## src/rtl/watchdog.sv

```systemverilog
// Watchdog timer with a small register interface.
// A prescaler divides i_clock into ticks; each tick decrements a 16-bit counter.
// Reaching half the reload value raises an early-warning interrupt.
// Reaching zero, or writing a wrong kick key, fires a fixed-length reset request.
// Bus writes are captured on the accepting edge and applied on the following edge,
// so their effect becomes visible the cycle after o_ready.
module watchdog #(
    parameter int unsigned PRESCALE       = 1000,
    parameter logic [15:0] DEFAULT_RELOAD = 16'hFFFF,
    parameter int unsigned RESET_PULSE    = 4
) (
    input  logic        i_clock,
    input  logic        i_reset,
    input  logic        i_request,
    input  logic        i_rw,
    input  logic [1:0]  i_address,
    input  logic [31:0] i_wdata,
    output logic [31:0] o_rdata,
    output logic        o_ready,
    output logic        o_interrupt,
    output logic        o_reset_request
);

    localparam int PW = (PRESCALE > 1) ? $clog2(PRESCALE) : 1;
    localparam int RW = (RESET_PULSE > 1) ? $clog2(RESET_PULSE) : 1;
    localparam logic [PW-1:0] PRE_LAST   = PW'(PRESCALE - 1);
    localparam logic [RW-1:0] PULSE_LAST = RW'(RESET_PULSE - 1);
    localparam logic [31:0]   KICK_KEY   = 32'h5A5AA5A5;

    localparam logic [1:0] ADDR_CONTROL = 2'd0;
    localparam logic [1:0] ADDR_RELOAD  = 2'd1;
    localparam logic [1:0] ADDR_KICK    = 2'd2;
    localparam logic [1:0] ADDR_STATUS  = 2'd3;

    localparam logic [1:0] CAUSE_TIMEOUT  = 2'd1;
    localparam logic [1:0] CAUSE_BAD_KICK = 2'd2;

    typedef enum logic [1:0] {
        ST_IDLE = 2'd0,
        ST_RUN  = 2'd1,
        ST_WARN = 2'd2,
        ST_FIRE = 2'd3
    } state_t;

    state_t        state_q,   state_d;
    logic          enable_q,  enable_d;
    logic          lock_q,    lock_d;
    logic [15:0]   reload_q,  reload_d;
    logic [15:0]   counter_q, counter_d;
    logic [PW-1:0] presc_q,   presc_d;
    logic [RW-1:0] pulse_q,   pulse_d;
    logic [1:0]    cause_q,   cause_d;
    logic          ready_q,   ready_d;
    logic [31:0]   rdata_q,   rdata_d;
    logic          irq_q,     irq_d;
    logic          rstreq_q,  rstreq_d;
    logic          wr_q,      wr_d;
    logic [1:0]    addr_q,    addr_d;
    logic [31:0]   wdata_q,   wdata_d;

    logic        accept;
    logic        commit;
    logic        ctrl_wr;
    logic        reload_wr;
    logic        kick_wr;
    logic        kick_good;
    logic        tick;
    logic [15:0] dec;

    // Access decode: a new request is taken only when the previous ack has ended;
    // the captured write is applied during the ack cycle.
    assign accept    = i_request && !ready_q;
    assign commit    = ready_q && wr_q;
    assign ctrl_wr   = commit && (addr_q == ADDR_CONTROL) && !lock_q;
    assign reload_wr = commit && (addr_q == ADDR_RELOAD) && !lock_q && (wdata_q[15:0] != 16'd0);
    assign kick_wr   = commit && (addr_q == ADDR_KICK);
    assign kick_good = (wdata_q == KICK_KEY);
    assign tick      = (presc_q == PRE_LAST);
    assign dec       = (counter_q != 16'd0) ? (counter_q - 16'd1) : 16'd0;

    // Next-state logic for the bus interface, registers and watchdog FSM.
    always_comb begin
        state_d   = state_q;
        enable_d  = enable_q;
        lock_d    = lock_q;
        reload_d  = reload_q;
        counter_d = counter_q;
        presc_d   = presc_q;
        pulse_d   = pulse_q;
        cause_d   = cause_q;
        ready_d   = 1'b0;
        rdata_d   = 32'd0;
        wr_d      = wr_q;
        addr_d    = addr_q;
        wdata_d   = wdata_q;

        if (accept) begin
            ready_d = 1'b1;
            wr_d    = i_rw;
            addr_d  = i_address;
            wdata_d = i_wdata;
            if (!i_rw) begin
                case (i_address)
                    ADDR_CONTROL: rdata_d = {30'd0, lock_q, enable_q};
                    ADDR_RELOAD:  rdata_d = {16'd0, reload_q};
                    ADDR_KICK:    rdata_d = 32'd0;
                    ADDR_STATUS:  rdata_d = {14'd0, cause_q, counter_q};
                    default:      rdata_d = 32'd0;
                endcase
            end
        end

        if (reload_wr) begin
            reload_d = wdata_q[15:0];
        end

        case (state_q)
            ST_IDLE: begin
                if (ctrl_wr) begin
                    enable_d = wdata_q[0];
                    lock_d   = lock_q | wdata_q[1];
                    if (wdata_q[0] && !enable_q) begin
                        counter_d = reload_q;
                        presc_d   = '0;
                        state_d   = ST_RUN;
                    end
                end
            end
            ST_RUN, ST_WARN: begin
                if (ctrl_wr) begin
                    enable_d = wdata_q[0];
                    lock_d   = lock_q | wdata_q[1];
                end
                if (ctrl_wr && !wdata_q[0]) begin
                    // Disable freezes counter and prescaler where they are.
                    state_d = ST_IDLE;
                end else if (kick_wr && kick_good) begin
                    // A good kick overrides any tick landing on the same edge.
                    counter_d = reload_q;
                    presc_d   = '0;
                    state_d   = ST_RUN;
                end else if (kick_wr) begin
                    cause_d = CAUSE_BAD_KICK;
                    pulse_d = '0;
                    state_d = ST_FIRE;
                end else begin
                    presc_d = tick ? '0 : (presc_q + PW'(1));
                    if (tick) begin
                        counter_d = dec;
                        if (dec == 16'd0) begin
                            cause_d = CAUSE_TIMEOUT;
                            pulse_d = '0;
                            state_d = ST_FIRE;
                        end else if (dec == (reload_q >> 1)) begin
                            state_d = ST_WARN;
                        end
                    end
                end
            end
            ST_FIRE: begin
                // Enable cannot be changed while firing; lock may still be set.
                if (ctrl_wr) begin
                    lock_d = lock_q | wdata_q[1];
                end
                if (pulse_q == PULSE_LAST) begin
                    enable_d = 1'b0;
                    state_d  = ST_IDLE;
                end else begin
                    pulse_d = pulse_q + RW'(1);
                end
            end
            default: state_d = ST_IDLE;
        endcase

        irq_d    = (state_d == ST_WARN);
        rstreq_d = (state_d == ST_FIRE);
    end

    // State and output registers; reset clears everything immediately.
    always_ff @(posedge i_clock or posedge i_reset) begin
        if (i_reset) begin
            state_q   <= ST_IDLE;
            enable_q  <= 1'b0;
            lock_q    <= 1'b0;
            reload_q  <= DEFAULT_RELOAD;
            counter_q <= 16'd0;
            presc_q   <= '0;
            pulse_q   <= '0;
            cause_q   <= 2'd0;
            ready_q   <= 1'b0;
            rdata_q   <= 32'd0;
            irq_q     <= 1'b0;
            rstreq_q  <= 1'b0;
            wr_q      <= 1'b0;
            addr_q    <= 2'd0;
            wdata_q   <= 32'd0;
        end else begin
            state_q   <= state_d;
            enable_q  <= enable_d;
            lock_q    <= lock_d;
            reload_q  <= reload_d;
            counter_q <= counter_d;
            presc_q   <= presc_d;
            pulse_q   <= pulse_d;
            cause_q   <= cause_d;
            ready_q   <= ready_d;
            rdata_q   <= rdata_d;
            irq_q     <= irq_d;
            rstreq_q  <= rstreq_d;
            wr_q      <= wr_d;
            addr_q    <= addr_d;
            wdata_q   <= wdata_d;
        end
    end

    assign o_rdata         = rdata_q;
    assign o_ready         = ready_q;
    assign o_interrupt     = irq_q;
    assign o_reset_request = rstreq_q;

endmodule

```

## config.mk

```make
export PLATFORM = sky130hd
export DESIGN_NAME = watchdog
export DESIGN_NICKNAME = d
export VERILOG_FILES = /design/src/rtl/watchdog.sv
export SDC_FILE = /design/constraint.sdc
export NUM_CORES = 1
export LEC_CHECK = 0
export BUFFER_PORTS_ARGS = -buffer_cell sky130_fd_sc_hd__buf_2
export CORE_ASPECT_RATIO = 1.2
export CORE_MARGIN = 2
export CORE_UTILIZATION = 63
export DETAILED_ROUTE_END_ITERATION = 16
export PLACE_DENSITY = 0.89
export SKIP_LAST_GASP = 1
export SYNTH_ARGS = -nofsm -noshare
export SYNTH_HDL_FRONTEND = slang
export SYNTH_SLANG_ARGS = --single-unit
```

## constraint.sdc

```tcl
create_clock -name i_clock -period 8.1 [get_ports i_clock]
set_input_delay 1.62 -clock i_clock [delete_from_list [all_inputs] [get_ports i_clock]]
set_output_delay 1.62 -clock i_clock [all_outputs]
set_load 0.02 [all_outputs]
```

==> results.yml <==
status:
  status: "finished, final reports clean"
drt:
  vias_per_cell: 6.13
  drt_iter0_markers: 477
  antenna_left: 0
  vias: 4802
  drtPass1Iterations: 5
  wl_um: 14000
  wl_per_cell_um: 17.8
  drc: 0
layout:
  final_core_util_pct: 71.6
  layout_common_cells: "nand2_1 (135), dfrtp_1 (90), buf_2 (58)"
  diodes: 0
  final_area_mm2: 0.00620
  fin_cells: 784
  nets: 707
  drive_gt1_share_pct: 19.8
  area_delta_synth_final_pct: 9.36
  layout_commonest_cell: "nand2_1"
  nFillCells: 643
die:
  core_mm2: 0.00866
  die_h_um: 108
  rows: 37
  start_util_pct: 65.5
  io_pins: 73
  die_area_mm2: 0.00978
  die_x_um: 90.6
grt:
  grt_first_pass_wirelength_um: 22900
  grt_pass1_vias: 4603
  grt_max_degree: 69
  grt_usage_pct: 30.1
  antenna_found_initial: 0
  grt_remaining_overflow: 0
synth:
  synth_largest_area_cell: "dfrtp_1"
  ys_ff_latch: 106
  yosys-top-cells-area: "dfrtp_1 (40%), nand2_1 (8.9%), dfstp_2 (7.4%)"
  synthArstFlopShare_pct: 100
  synth_top_flop_cell: "dfrtp_1"
  syn_area_mm2: 0.00567
  ys_seq_area_share_pct: 47.1
  yosys_warnings: 0
  synth-edff-count: 0
  avgSynthCellArea_um2: 9.22
  synth_top_area_share_pct: 39.7
  ys_types: 65
  syn_inst: 615
pwr:
  internal_power_mw: 1.11
  p_comb_share_pct: 40.3
  ir_worst_vdd_mv: 0.156
  power.switching_uw: 808
  cellLeakagePower_nw: 2.89
  power_frac_seq_pct: 41.0
  clock_power_share_pct: 18.7
  swShare_pct: 42.2
  p_per_area_mw_per_mm2: 309
  finalPower_mw: 1.91
clock_network:
  cts_resized: 0
  cts_num_sinks: 106
  root_buffer: "clkbuf_8"
  htreeDepth: 3
  cts_tree: "built"
  cts_hold_buf: 0
  cts.clk_slew.worst_paths_ns: 0.11
  clkLatencyLatePin_ns: 0.39
  post-cts-setup-buffers: 0
  cts.path.max_buffers: 2
  cts_made_buffers: 9
hold_path:
  hold_class: "register to register"
  whs_endpoint: "wdata_q[30]$_DFFE_PP0P_"
  worstHoldStart: "wdata_q[30]$_DFFE_PP0P_"
  hold_depth: 2
timing:
  hold_viol: 0
  fin_ws_ns: 4.46
  maxSlewViolCount: 0
  max_freq_mhz: 275
  finalCriticalPeriod_ns: 3.64
  rsz0062_at_grt: "no"
  fin_setup_tns_ns: 0
  fin_crit_sh_pct: 44.9
  worst_slew_pin_slew_ns: 1.01
  finalClockSkew_ns: 0.0140
  slew_headroom_pct: 32.3
  setup_viol: 0
  hold_slack_ns: 0.479
worst_setup_path:
  timing.rr.end: "o_interrupt$_DFF_PP0_"
  cp.required_ns: 8.44
  critPathMaxFanout: 9
  crit_family: "simple AND/OR/NAND/NOR gates"
  critPathCaptureType: "register"
  crit_type: "register to register"
  cpMaxStageDelayCell: "nor4b_1"
  rrSetupSlack_ns: 4.46
  reg2reg_depth: 10
  crit_chain: "inv_1 > ha_1 > nor4b_1 > nand4_1 > nor4_1 > a31oi_1 > a2111oi_4 > nand4_1 > a31oi_2 > and2_1"
  reg2reg_from: "counter_q[0]$_DFFE_PP0P_"
  worstSetupStartpointType: "register"
  cp_common_cell: "nand4_1"
  crit_arrival_ns: 3.97
  critPathMaxStageDelay_ns: 0.58
  cp_num_buf_inv: 1
place:
  dp_slack_ns: 4.54
  place_area_mm2: 0.00598
  gp_congestion: 1.00
  io_buffer_count: 58
  dp_cells: 768
  place_hpwl_um: 9900
run:
  cap_violations: 0
tightest hold or removal path, stage by stage, from the launching register on:
cell and delay [ns]:
dfrtp_1 0.35, nand2_1 0.05, nand2_1 0.05
sequential cells by signal, summed over array words and instances (netlist names):
signal           cells
cause_q              2
addr_q               2
reload_q            16
o_interrupt          1
wr_q                 1
wdata_q             32
enable_q             1
presc_q             10
state_q              2
pulse_q              2
counter_q           16
o_reset_request      1
lock_q               1
o_rdata             18
o_ready              1
power by group through the flow:
| stage | Combinational (mW) | Sequential [mW] | Clock (mW) |
|---|---|---|---|
| floorplan | 0.613 | 0.721 | 0 |
| global placement | 0.733 | 0.782 | 0 |
| detailed placement | 0.748 | 0.786 | 0 |
| CTS | 0.755 | 0.776 | 0.360 |
| global route | 0.844 | 0.797 | 0.379 |
| finish | 0.772 | 0.785 | 0.358 |
Yosys cell counts (2+ instances only):
library cell    n
a211oi_1        3
a21oi_1        24
a22oi_1         4
a31oi_1         4
a32oi_1         3
and2_1          2
and3_1          4
buf_1           3
buf_2           4
buf_4          14
buf_6           2
clkbuf_1       17
dfrtp_1        90
dfstp_2        16
ha_1            7
inv_1          15
mux2_2         19
mux2i_1        19
nand2_1       135
nand2b_1        5
nand3_1        14
nand3b_1        3
nand4_1         7
nand4b_1        4
nor2_1         40
nor2b_1         6
nor3_1         22
nor3b_1         2
nor4_1         14
nor4_2          3
nor4b_1         2
o21a_1          2
o21ai_0        33
o22ai_1         5
o2bb2ai_1       4
o41ai_1         2
or2_2           3
or3_1           6
or3b_2          2
or4_1           7
or4_4           3
or4bb_1         3
xnor2_1        10
xor2_1          7
cell type report:
cell class | instances | area [um2] | area share (%)
Sequential cell | 106 | 2670 | 43.1
Timing Repair Buffer | 63 | 328 | 5.29
Multi-Input combinational cell | 466 | 2770 | 44.7
Clock inverter | 4 | 56.3 | 0.908
Tap cell | 117 | 146 | 2.36
Inverter | 16 | 62.6 | 1.01
Clock buffer | 12 | 165 | 2.66
routing by layer:
metal	vias up	GRT usage (%)	wire length (um)
met5	-	0	0
met4	0	15.5	444
met3	32	5.95	896
met2	222	50.9	7030
met1	2308	36.9	5610
li1	2240	-	-
cells by family (layout without fill, tap and decap cells):
kind of cell / Yosys count / count (layout) / share of synthesized area [%]
other cells: 1 / 14 / 0.0661
simple gates: 292 / 292 / 25.4
mux: 38 / 38 / 7.13
flops: 106 / 106 / 47.1
xor+xnor: 17 / 17 / 2.63
buf+inv: 56 / 95 / 4.99
compound gates: 98 / 98 / 11.1
fa+ha+maj: 7 / 7 / 1.54
worst max path at each step:
| stage | depth (start not counted) | slack [ns] | from | endpoint |
|---|---|---|---|---|
| 2_1_floorplan | 1 | 3.72 | i_reset | addr_q[0]$_DFFE_PP0P_ |
| 3_3_place_gp | 10 | 4.64 | counter_q[0]$_DFFE_PP0P_ | o_reset_request$_DFF_PP0_ |
| 3_5_place_dp | 10 | 4.54 | counter_q[0]$_DFFE_PP0P_ | o_reset_request$_DFF_PP0_ |
| 4_1_cts | 10 | 4.52 | counter_q[0]$_DFFE_PP0P_ | o_interrupt$_DFF_PP0_ |
| 5_1_grt | 10 | 4.22 | counter_q[0]$_DFFE_PP0P_ | o_reset_request$_DFF_PP0_ |
| 6_report | 10 | 4.46 | counter_q[0]$_DFFE_PP0P_ | o_interrupt$_DFF_PP0_ |
Power figures use the tool's default switching activity.
